### src/rtl/sonic_circbuf_pkg.sv
`default_nettype none
// ============================================================================
// Module : sonic_circbuf_pkg
// Brief  : Shared ring geometry, pointer type, reader states and wrap helper.
// Rev    : 1.0 - initial release
// ============================================================================
package sonic_circbuf_pkg;

    localparam int DEPTH = 15872;
    localparam int AW    = 14;
    localparam int DW    = 128;

    typedef logic [AW-1:0] ptr_t;

    typedef enum logic [1:0] {
        IDLE  = 2'd0,
        RUN   = 2'd1,
        DRAIN = 2'd2
    } state_t;

    // Ring pointers wrap only when they advance past the last slot.
    function automatic ptr_t ptr_inc(input ptr_t p);
        return (p == ptr_t'(DEPTH - 1)) ? '0 : p + ptr_t'(1);
    endfunction

endpackage
`default_nettype wire

### src/rtl/sonic_circbuf_if.sv
`default_nettype none
// ============================================================================
// Module : sonic_circbuf_if
// Brief  : RAM read port plus valid/ready output stream of the ring reader.
// Rev    : 1.0 - initial release
// ============================================================================
interface sonic_circbuf_if #(
    parameter int AW = sonic_circbuf_pkg::AW,
    parameter int DW = sonic_circbuf_pkg::DW
) ();
    logic          mem_rd_en;
    logic [AW-1:0] mem_rd_addr;
    logic [DW-1:0] mem_rd_data;
    logic [DW-1:0] out_data;
    logic          out_valid;
    logic          out_ready;

    modport master (
        output mem_rd_en,
        output mem_rd_addr,
        input  mem_rd_data,
        output out_data,
        output out_valid,
        input  out_ready
    );

    modport slave (
        input  mem_rd_en,
        input  mem_rd_addr,
        output mem_rd_data,
        input  out_data,
        input  out_valid,
        output out_ready
    );
endinterface
`default_nettype wire

### src/rtl/sonic_circbuf_skid.sv
`default_nettype none
// ============================================================================
// Module : sonic_circbuf_skid
// Brief  : Small register FIFO holding returned RAM words until consumed.
// Rev    : 1.0 - initial release
// ============================================================================
module sonic_circbuf_skid #(
    parameter int DW    = 128,
    parameter int SKID  = 4,
    parameter int CNT_W = $clog2(SKID + 1)
) (
    input  wire logic             clk_in,
    input  wire logic             reset_n,
    input  wire logic             clear,
    input  wire logic             push,
    input  wire logic [DW-1:0]    push_data,
    input  wire logic             pop,
    output logic      [DW-1:0]    head_data,
    output logic      [CNT_W-1:0] count
);
    localparam int c_idx_w = (SKID > 1) ? $clog2(SKID) : 1;

    logic [DW-1:0]      r_mem [SKID];
    logic [c_idx_w-1:0] r_wr_idx;
    logic [c_idx_w-1:0] r_rd_idx;
    logic [CNT_W-1:0]   r_count;
    logic               w_do_push;
    logic               w_do_pop;

    function automatic logic [c_idx_w-1:0] idx_inc(input logic [c_idx_w-1:0] idx);
        return (idx == c_idx_w'(SKID - 1)) ? '0 : idx + c_idx_w'(1);
    endfunction

    always_comb begin
        w_do_pop  = pop && (r_count != '0);
        w_do_push = push && ((r_count != CNT_W'(SKID)) || w_do_pop);
    end

    always_ff @(posedge clk_in or negedge reset_n) begin
        if (!reset_n) begin
            for (int i = 0; i < SKID; i++) begin
                r_mem[i] <= '0;
            end
            r_wr_idx <= '0;
            r_rd_idx <= '0;
            r_count  <= '0;
        end else if (clear) begin
            r_wr_idx <= '0;
            r_rd_idx <= '0;
            r_count  <= '0;
        end else begin
            if (w_do_push) begin
                r_mem[r_wr_idx] <= push_data;
                r_wr_idx        <= idx_inc(r_wr_idx);
            end
            if (w_do_pop) begin
                r_rd_idx <= idx_inc(r_rd_idx);
            end
            if (w_do_push && !w_do_pop) begin
                r_count <= r_count + CNT_W'(1);
            end else if (w_do_pop && !w_do_push) begin
                r_count <= r_count - CNT_W'(1);
            end
        end
    end

    assign head_data = r_mem[r_rd_idx];
    assign count     = r_count;

endmodule
`default_nettype wire

### src/rtl/sonic_circbuf_reader.sv
`default_nettype none
// ============================================================================
// Module : sonic_circbuf_reader
// Brief  : Ring consumer: issues RAM reads behind wr_ptr, streams entries out.
// Rev    : 1.0 - initial release
// ============================================================================
module sonic_circbuf_reader
    import sonic_circbuf_pkg::*;
#(
    parameter int RD_LAT = 2,
    parameter int SKID   = 4
) (
    input  wire logic        clk_in,
    input  wire logic        reset_n,
    input  wire logic        ena,
    input  wire logic        clear,
    input  wire ptr_t        wr_ptr,
    sonic_circbuf_if.master  bus,
    output ptr_t             rd_ptr,
    output ptr_t             occupancy,
    output logic             busy
);
    localparam int          c_cnt_w      = $clog2(SKID + RD_LAT + 1);
    localparam int          c_skid_cnt_w = $clog2(SKID + 1);
    localparam logic [AW:0] c_depth_ext  = (AW + 1)'(DEPTH);

    state_t                  r_state;
    ptr_t                    r_iptr;
    ptr_t                    r_rd_ptr;
    ptr_t                    r_occ;
    logic [RD_LAT-1:0]       r_vpipe;
    logic [RD_LAT-1:0]       w_vpipe_next;
    logic [AW:0]             w_avail;
    logic [c_cnt_w-1:0]      w_inflight;
    logic [c_cnt_w-1:0]      w_used;
    logic [c_skid_cnt_w-1:0] w_skid_cnt;
    logic                    w_credit;
    logic                    w_issue;
    logic                    w_push;
    logic                    w_pop;

    always_comb begin
        if (wr_ptr >= r_iptr) begin
            w_avail = {1'b0, wr_ptr} - {1'b0, r_iptr};
        end else begin
            w_avail = {1'b0, wr_ptr} + c_depth_ext - {1'b0, r_iptr};
        end
    end

    // Buffered plus in-flight words never exceed SKID, so the skid cannot overflow.
    always_comb begin
        w_inflight = '0;
        for (int i = 0; i < RD_LAT; i++) begin
            w_inflight = w_inflight + c_cnt_w'(r_vpipe[i]);
        end
        w_used   = w_inflight + c_cnt_w'(w_skid_cnt);
        w_credit = (w_used < c_cnt_w'(SKID));
        w_issue  = (r_state == RUN) && (w_avail != '0) && w_credit && !clear;
        w_push   = r_vpipe[RD_LAT-1];
        w_pop    = bus.out_valid && bus.out_ready;
    end

    generate
        if (RD_LAT == 1) begin : g_pipe_single
            assign w_vpipe_next = w_issue;
        end else begin : g_pipe_multi
            assign w_vpipe_next = {r_vpipe[RD_LAT-2:0], w_issue};
        end
    endgenerate

    always_ff @(posedge clk_in or negedge reset_n) begin
        if (!reset_n) begin
            r_state  <= IDLE;
            r_iptr   <= '0;
            r_rd_ptr <= '0;
            r_occ    <= '0;
            r_vpipe  <= '0;
        end else begin
            r_occ <= w_avail[AW-1:0];
            if (clear) begin
                r_state  <= IDLE;
                r_iptr   <= '0;
                r_rd_ptr <= '0;
                r_vpipe  <= '0;
            end else begin
                r_vpipe <= w_vpipe_next;
                if (w_issue) begin
                    r_iptr <= ptr_inc(r_iptr);
                end
                if (w_push) begin
                    r_rd_ptr <= ptr_inc(r_rd_ptr);
                end
                case (r_state)
                    IDLE:    if (ena) r_state <= RUN;
                    RUN:     if (!ena) r_state <= DRAIN;
                    DRAIN: begin
                        // Skid contents are left for the consumer; only the RAM pipe must empty.
                        if (ena) begin
                            r_state <= RUN;
                        end else if (w_inflight == '0) begin
                            r_state <= IDLE;
                        end
                    end
                    default: r_state <= IDLE;
                endcase
            end
        end
    end

    sonic_circbuf_skid #(
        .DW    (DW),
        .SKID  (SKID),
        .CNT_W (c_skid_cnt_w)
    ) u_skid (
        .clk_in    (clk_in),
        .reset_n   (reset_n),
        .clear     (clear),
        .push      (w_push),
        .push_data (bus.mem_rd_data),
        .pop       (w_pop),
        .head_data (bus.out_data),
        .count     (w_skid_cnt)
    );

    assign bus.mem_rd_en   = w_issue;
    assign bus.mem_rd_addr = r_iptr;
    assign bus.out_valid   = (w_skid_cnt != '0);
    assign rd_ptr          = r_rd_ptr;
    assign occupancy       = r_occ;
    assign busy            = (r_state != IDLE) || (w_skid_cnt != '0);

endmodule
`default_nettype wire

### src/flat_wrapper.sv
// flat-port wrapper written by rule: the top's interface ports become plain ports
module sonic_circbuf_reader_flat import sonic_circbuf_pkg::*;
#(
    parameter int RD_LAT = 2,
    parameter int SKID   = 4
)
  (clk_in, reset_n, ena, clear, wr_ptr, rd_ptr, occupancy, busy, bus_mem_rd_en, bus_mem_rd_addr, bus_mem_rd_data, bus_out_data, bus_out_valid, bus_out_ready);
  sonic_circbuf_if bus_i ();
  input  wire logic clk_in;
  input  wire logic reset_n;
  input  wire logic ena;
  input  wire logic clear;
  input  wire ptr_t wr_ptr;
  output ptr_t rd_ptr;
  output ptr_t occupancy;
  output logic busy;
  output wire logic [$bits(bus_i.mem_rd_en)-1:0] bus_mem_rd_en;
  output wire logic [$bits(bus_i.mem_rd_addr)-1:0] bus_mem_rd_addr;
  input wire logic [$bits(bus_i.mem_rd_data)-1:0] bus_mem_rd_data;
  output wire logic [$bits(bus_i.out_data)-1:0] bus_out_data;
  output wire logic [$bits(bus_i.out_valid)-1:0] bus_out_valid;
  input wire logic [$bits(bus_i.out_ready)-1:0] bus_out_ready;
  assign bus_mem_rd_en = bus_i.mem_rd_en;
  assign bus_mem_rd_addr = bus_i.mem_rd_addr;
  assign bus_i.mem_rd_data = bus_mem_rd_data;
  assign bus_out_data = bus_i.out_data;
  assign bus_out_valid = bus_i.out_valid;
  assign bus_i.out_ready = bus_out_ready;
  sonic_circbuf_reader #(.RD_LAT(RD_LAT), .SKID(SKID)) u_core (.clk_in(clk_in), .reset_n(reset_n), .ena(ena), .clear(clear), .wr_ptr(wr_ptr), .bus(bus_i), .rd_ptr(rd_ptr), .occupancy(occupancy), .busy(busy));
endmodule
### config.mk
export PLATFORM = sky130hd
export DESIGN_NAME = sonic_circbuf_reader_flat
export DESIGN_NICKNAME = d
export VERILOG_FILES = /design/src/rtl/sonic_circbuf_pkg.sv /design/src/rtl/sonic_circbuf_if.sv /design/src/rtl/sonic_circbuf_skid.sv /design/src/rtl/sonic_circbuf_reader.sv /design/src/flat_wrapper.sv
export SDC_FILE = /design/constraint.sdc
export NUM_CORES = 1
export LEC_CHECK = 0
export CORE_UTILIZATION = 45
export CTS_BUF_LIST = sky130_fd_sc_hd__clkbuf_4 sky130_fd_sc_hd__clkbuf_8 sky130_fd_sc_hd__clkbuf_16
export DETAILED_ROUTE_END_ITERATION = 7
export GPL_TIMING_DRIVEN = 0
export MAX_ROUTING_LAYER = met4
export PLACE_DENSITY = 0.67
export SLEW_MARGIN = 10
export SYNTH_ARGS = -nofsm -noshare
export SYNTH_HDL_FRONTEND = slang
export SYNTH_SLANG_ARGS = --single-unit
### constraint.sdc
create_clock -name clk_in -period 5.6 [get_ports clk_in]
set_input_delay 0.84 -clock clk_in [delete_from_list [all_inputs] [get_ports clk_in]]
set_output_delay 0.84 -clock clk_in [all_outputs]
set_load 0.05 [all_outputs]
# After elaboration in Yosys (flattened, before gate mapping)
# Index checks and enable logic that the tools add are counted.
dict set report totals {
  out_inout_bits 173
  wordCells 96
  register_bits 565
}
dict set report classes {
  add_sub_neg 11
  n_eq_ne 10
  n_mux 29
  n_reduce_logical 26
  bitwise 3
  magnitude_cmp 5
}
# operator count
set op_table {}
lappend op_table {{bitwise mux 512 bit} 1}
lappend op_table {{two-way mux 128 bit} 3}
lappend op_table {{binary-select mux 128 bit (select 2 bit)} 1}
lappend op_table {{demux 128 bit (select 2 bit)} 1}
lappend op_table {{two-way mux 14 bit} 6}
lappend op_table {{adder 14 x 1 -> 14 bit (second input constant)} 2}
lappend op_table {{equality test 14 bit (second input constant)} 2}
lappend op_table {{two-way mux 2 bit} 12}
lappend op_table {{adder 14 x 14 -> 15 bit (second input constant)} 1}
lappend op_table {{two-way mux 15 bit} 1}
lappend op_table {{nonzero test 15 bit} 1}
lappend op_table {{subtractor 14 x 14 -> 15 bit} 1}
lappend op_table {{subtractor 15 x 14 -> 15 bit} 1}
lappend op_table {{>= comparator 14 bit} 1}
lappend op_table {{nonzero test 2 bit} 5}
lappend op_table {{logical AND 1 bit} 9}
lappend op_table {{two-way mux 3 bit} 3}
lappend op_table {{!= test 3 bit (second input constant)} 3}
lappend op_table {{equality test 2 bit (second input constant)} 3}
lappend op_table {{>= comparator 3 bit (second input constant)} 2}
lappend op_table {{NOT 2 -> 3 bit} 2}
lappend op_table {{case mux 2 bit (3 select lines)} 1}
lappend op_table {{nonzero test 3 bit} 2}
lappend op_table {{adder 2 x 1 -> 2 bit (second input constant)} 2}
lappend op_table {{15 further kinds} 18}

# Depth between registers and ports, before layout
dict set report logic_depth {
  depth_word 10
  ltp_mapped 16
}

# Cells and area by module
# From an unflattened synthesis, not the netlist that was laid out.
dict set report hier_totals {
  cells_unflattened 1759
  area_unflattened_um2 28736.3
}
# module cells_each area_each_um2 instances seq_area_each_um2
set modules_own_cells {}
lappend modules_own_cells {sonic_circbuf_skid 1289 24742.5 1 12987.5}
lappend modules_own_cells {sonic_circbuf_reader 470 3993.8 1 1151.1}

# Worst setup path before layout
# Ideal clock, no wire load.
dict set report synth_path {
  path_type {register -> output}
  from {register u_core.r_iptr[3] (netlist: u_core.bus.mem_rd_addr[3])}
  to {output bus_mem_rd_en}
  path_slack_ns 0.572
  t_arrival_ns 4.188
  path_stages_with_launch 15
  path_cell_list {dfrtp_1 -> inv_1 -> ha_1 -> inv_1 -> fa_1 -> nor3b_1 -> o21ai_0 -> a2bb2oi_1 -> a21oi_1 -> xor2_1 -> mux2i_1 -> nor4_4 -> a21oi_2 -> buf_2 -> nor2b_1}
}
dict set report synth_via {
  elab_chain_cells 6
  elab_cells_between_ends 8
  classes_between {add/sub (2); order compare (1); mux (1); reduce/logical (4)}
}
# element line
set synth_lines {}
lappend synth_lines {{start, declared} sonic_circbuf_reader.sv:28} ;# ptr_t r_iptr;
lappend synth_lines {{start signal, assigned} sonic_circbuf_reader.sv:88} ;# r_iptr <= ptr_inc(r_iptr);
lappend synth_lines {{subtractor 15 x 14 -> 15 bit, or another cell as far along} sonic_circbuf_reader.sv:46} ;# w_avail = {1'b0, wr_ptr} + c_depth_ext - {1'b0, r_iptr};
lappend synth_lines {{two-way mux 15 bit *} sonic_circbuf_reader.sv:43} ;# if (wr_ptr >= r_iptr) begin
lappend synth_lines {{via u_core.w_avail[10]} sonic_circbuf_reader.sv:33} ;# logic [AW:0] w_avail;
lappend synth_lines {{nonzero test 15 bit *} sonic_circbuf_reader.sv:58} ;# w_issue = (r_state == RUN) && (w_avail != '0) && w_credit && !clear;
lappend synth_lines {{logical AND 1 bit * (3 in series)} sonic_circbuf_reader.sv:58}
lappend synth_lines {{end, declared} flat_wrapper.sv:17} ;# output wire logic [$bits(bus_i.mem_rd_en)-1:0] bus_mem_rd_en;
# The timed path passes the listed nets; every way through them passes the cells marked *.

# Worst setup path in the final report
dict set report layout_path {
  from {input wr_ptr[4]}
  to {output bus_mem_rd_en}
}
dict set report layout_via {
  elab_chain_cells 7
  elab_cells_between_ends 9
  classes_between {add/sub (3); order compare (1); mux (1); reduce/logical (4)}
}
# element line
set layout_lines {}
lappend layout_lines {{start, declared} flat_wrapper.sv:13} ;# input wire ptr_t wr_ptr;
lappend layout_lines {{adder 14 x 14 -> 15 bit} sonic_circbuf_reader.sv:46}
lappend layout_lines {{subtractor 15 x 14 -> 15 bit} sonic_circbuf_reader.sv:46}
lappend layout_lines {{two-way mux 15 bit *} sonic_circbuf_reader.sv:43}
lappend layout_lines {{nonzero test 15 bit *} sonic_circbuf_reader.sv:58}
lappend layout_lines {{logical AND 1 bit * (3 in series)} sonic_circbuf_reader.sv:58}
# Mark *: on every way between the ends. The rest lies on a longest branch, timed or not.

==> summary.txt <==
Floorplan
  • IO Pins: 320
  • Die width: 243 µm
  • Std cell rows: 88
  • Core area: 0.0576 mm²
  • Die outline height: 243 µm
  • Die footprint: 0.0591 mm²
  • Initial Util: 45.5%

Pwr
  • Combinational power share: 37.9%
  • Pint: 9.56 mW
  • Sw frac: 35.7%
  • Leak: 15.0 nW
  • Reg power frac: 32.4%
  • Net Switching: 5.30 mW
  • Clock power frac: 29.8%
  • PwrDens: 453 mW/mm²
  • Maximum vdd drop: 355 µV

Clock network
  • H-Tree Depth: 2
  • Root Driver: clkbuf_16
  • Worst-path clk slew: 0.06 ns
  • Clk sinks: 565
  • Worst skew pair latency: 0.62 ns
  • CTS buffer count: 61
  • CTS tree: built
  • Clk buf depth: 3

Layout
  • Finished Core Util: 57.0%
  • Total Nets Final: 2331
  • Finished Cell Area: 0.0328 mm²
  • Proportion of layout cells with a drive suffix above 1: 36.3%
  • P&R area growth vs syn: 25.3%
  • Finished Layout Cells: 2954

Logic synthesis
  • Seq/Total Area, Yosys: 54.0%
  • Async SR Flop Fraction: 100%
  • Ys Warns: 0
  • Post-synth EDFFs: 0
  • Average size of a mapped cell: 15.0 µm²
  • Post-Syn Nets: 1941
  • Cells after Synth: 1744
  • Synth Flop Type: dfrtp_1
  • Yosys reg bits: 565
  • Mapped cell area: 0.0262 mm²
  • Yosys cell types: 66

Timing
  • Fin crit share: 96.1%
  • Setup violators final: 0
  • Slew Limit Fails: 0
  • Tightest Pin Transition: 1.20 ns
  • Tmin final: 5.38 ns
  • Rel. slew slack: 18.8%
  • F_max: 186 MHz
  • Hold Violations, Final: 0
  • RSZ-0062 raised after global routing: no
  • Final Hold Slack: 0.166 ns
  • Setup Skew: 0.0249 ns

Setup path
  • CP Capture Type: output port
  • CP Data Required Time: 4.76 ns
  • Critical path startpoint category: primary input
  • Crit Path Category: in -> out
  • Arrival time at the worst endpoint: 4.54 ns
  • CP Max Fanout: 4

Global route
  • Initial antenna violation count: 7
  • Overflow after GRT: 0
  • Vias in the first global route: 17600
  • GR Util All Layers: 22.4%
  • Largest net degree at the start of global routing: 117
  • First-pass GRT wire length: 100 mm

Routing
  • Iteration-0 DRC Markers: 732
  • First-pass DRT Iterations: 5
  • DR vias: 16100
  • Vias per inst: 5.43
  • Wire per inst: 21.4 µm
  • ANT nets after route: 0
  • Drc violations: 0
  • Total wire length: 63.3 mm

Job
  • Max_cap viols: 0

Worst hold path
  • Worst hold path type: in -> async

Place
  • RD Place Congestion: 0.867
  • I/O Buffers: 319
  • Inst Count DP: 2833
  • Final HPWL DP: 43.8 mm
  • Placed instance area: 0.0305 mm²

Status
  • Run status: complete, no violations
==> cells by family (layout without fill, tap and decap cells) <==
| family | Yosys count | after routing | synth area share, % |
|---|---|---|---|
| buffers and inverters | 150 | 588 | 2.19 |
| and+or+nand+nor | 189 | 189 | 3.71 |
| other | 0 | 7 | 0 |
| DFF | 565 | 565 | 54.0 |
| xor gates and xnor gates | 30 | 30 | 1.00 |
| adders and majority gates | 50 | 50 | 2.71 |
| AOI/OAI and AO/OA | 105 | 105 | 2.73 |
| muxes | 655 | 655 | 33.6 |
==> final timing paths <==
path	slack [ns]	cells after the start	end	startpoint
hold / removal	0.17	1	u_core.occupancy[2]$_DFF_PN0_	reset_n
hold reg to reg	0.49	1	u_core.r_state[0]$_DFFE_PN0P_	u_core.r_state[1]$_DFFE_PN0P_
setup / recovery	0.22	14	bus_mem_rd_en	wr_ptr[4]
min in group clk_in	0.49	1	u_core.r_state[0]$_DFFE_PN0P_	u_core.r_state[1]$_DFFE_PN0P_
max in group asynchronous	3.52	4	u_core.u_skid.r_mem[164]$_DFFE_PN0P_	reset_n
setup reg to reg	1.38	14	u_core.bus.mem_rd_addr[4]$_DFFE_PN0P_	u_core.bus.mem_rd_addr[2]$_DFFE_PN0P_
==> critical path: stages <==
cell and delay, ns:
clkdlybuf4s50_1 0.48, ha_1 0.18, inv_1 0.07, fa_2 0.55
and4b_4 0.22, o21ai_2 0.19, a31oi_1 0.16, or4_4 0.54
a2111oi_4 0.37, a41oi_2 0.09, nor4_4 0.32, a21oi_4 0.11
nor2b_2 0.20, buf_4 0.22
==> placed cells by master, fill, tap and decap left out, drive strengths merged, types with 10 or more instances in the layout <==
cell type / count
mux4: 128
bufinv: 11
o21ai: 13
nand4: 10
nand2: 39
a21oi: 33
xor2: 11
clkdlybuf4s50: 317
nor2: 55
dfrtp: 565
a21o: 16
inv: 59
mux2: 516
mux2i: 11
clkinv: 11
nand3: 24
fa: 11
nor3: 12
xnor2: 19
clkbuf: 158
buf: 31
ha: 39
==> through the flow <==
step | setup slack, ns | setup TNS, ns | total power [mW]
after floorplan | 0.572 | 0 | 8.64
after global placement | -20.64 | - | 10.5
after detailed placement | -1.01 | -1.01 | 10.5
after CTS | 0.0971 | 0 | 15.0
after global routing | 0.107 | 0 | 15.5
final | 0.220 | 0 | 14.9
==> power by group through the flow <==
stage	clock (mW)	combinational [mW]	sequential [mW]
after detailed placement	0	5.67	4.88
after floorplan	0	3.77	4.87
after CTS	4.53	5.69	4.81
final	4.42	5.63	4.81
after global routing	4.70	5.89	4.87
after global placement	0	5.60	4.87
==> cell type report <==
cell class	count	area (µm²)
Antenna cell	7	17.5
Buffer	93	359
Clock buffer	85	1810
Clock inverter	26	430
Fill cell	4579	24800
Inverter	56	210
Multi-Input combinational cell	1029	11500
Sequential cell	565	14100
Tap cell	765	957
Timing Repair Buffer	328	3360
==> cells in the mapped netlist, drive strengths merged (4+ instances only) <==
library cell / number / area [µm²]
nand2b: 9 / 56.3
a21oi: 33 / 176
mux2i: 11 / 110
xor2: 11 / 96.3
a211oi: 7 / 52.6
ha: 39 / 488
mux4: 128 / 2880
nor3: 12 / 60.1
nor4: 5 / 46.3
fa: 11 / 220
and3: 4 / 25.0
a31oi: 7 / 43.8
clkbuf: 73 / 274
buf: 21 / 90.1
nand3: 24 / 120
inv: 56 / 210
mux2: 516 / 5810
a21o: 16 / 120
nand2: 39 / 146
dfrtp: 565 / 14100
o211ai: 4 / 30.0
o21ai: 13 / 68.8
nand4: 10 / 62.6
nor2: 55 / 206
xnor2: 19 / 166
nor2b: 9 / 56.3
==> per-layer routing <==
metal  routed length, µm  up-vias  GRT usage [%]
met4                1250        0           5.49
li1                    -     7239              -
met3                3600       83           5.54
met2               31400      304           36.3
met1               27000     8427           28.1
met5                   0        -              -
==> what timing repair did <==
item,in CTS,in global routing
setup buffers,4,0
pin swaps,4,1
gates resized for setup,16,0
endpoints found under the setup margin,1,1
hold buffers,0,0
==> state kept, by name, indices dropped and copies added, names as in the netlist <==
signal	cells
u_core.rd_ptr	14
u_core.u_skid.r_mem	512
u_core.bus.mem_rd_addr	14
u_core.u_skid.r_wr_idx	2
u_core.r_state	2
u_core.u_skid.r_rd_idx	2
u_core.u_skid.count	3
u_core.r_vpipe	2
u_core.occupancy	14
Power figures use the tool's default switching activity.
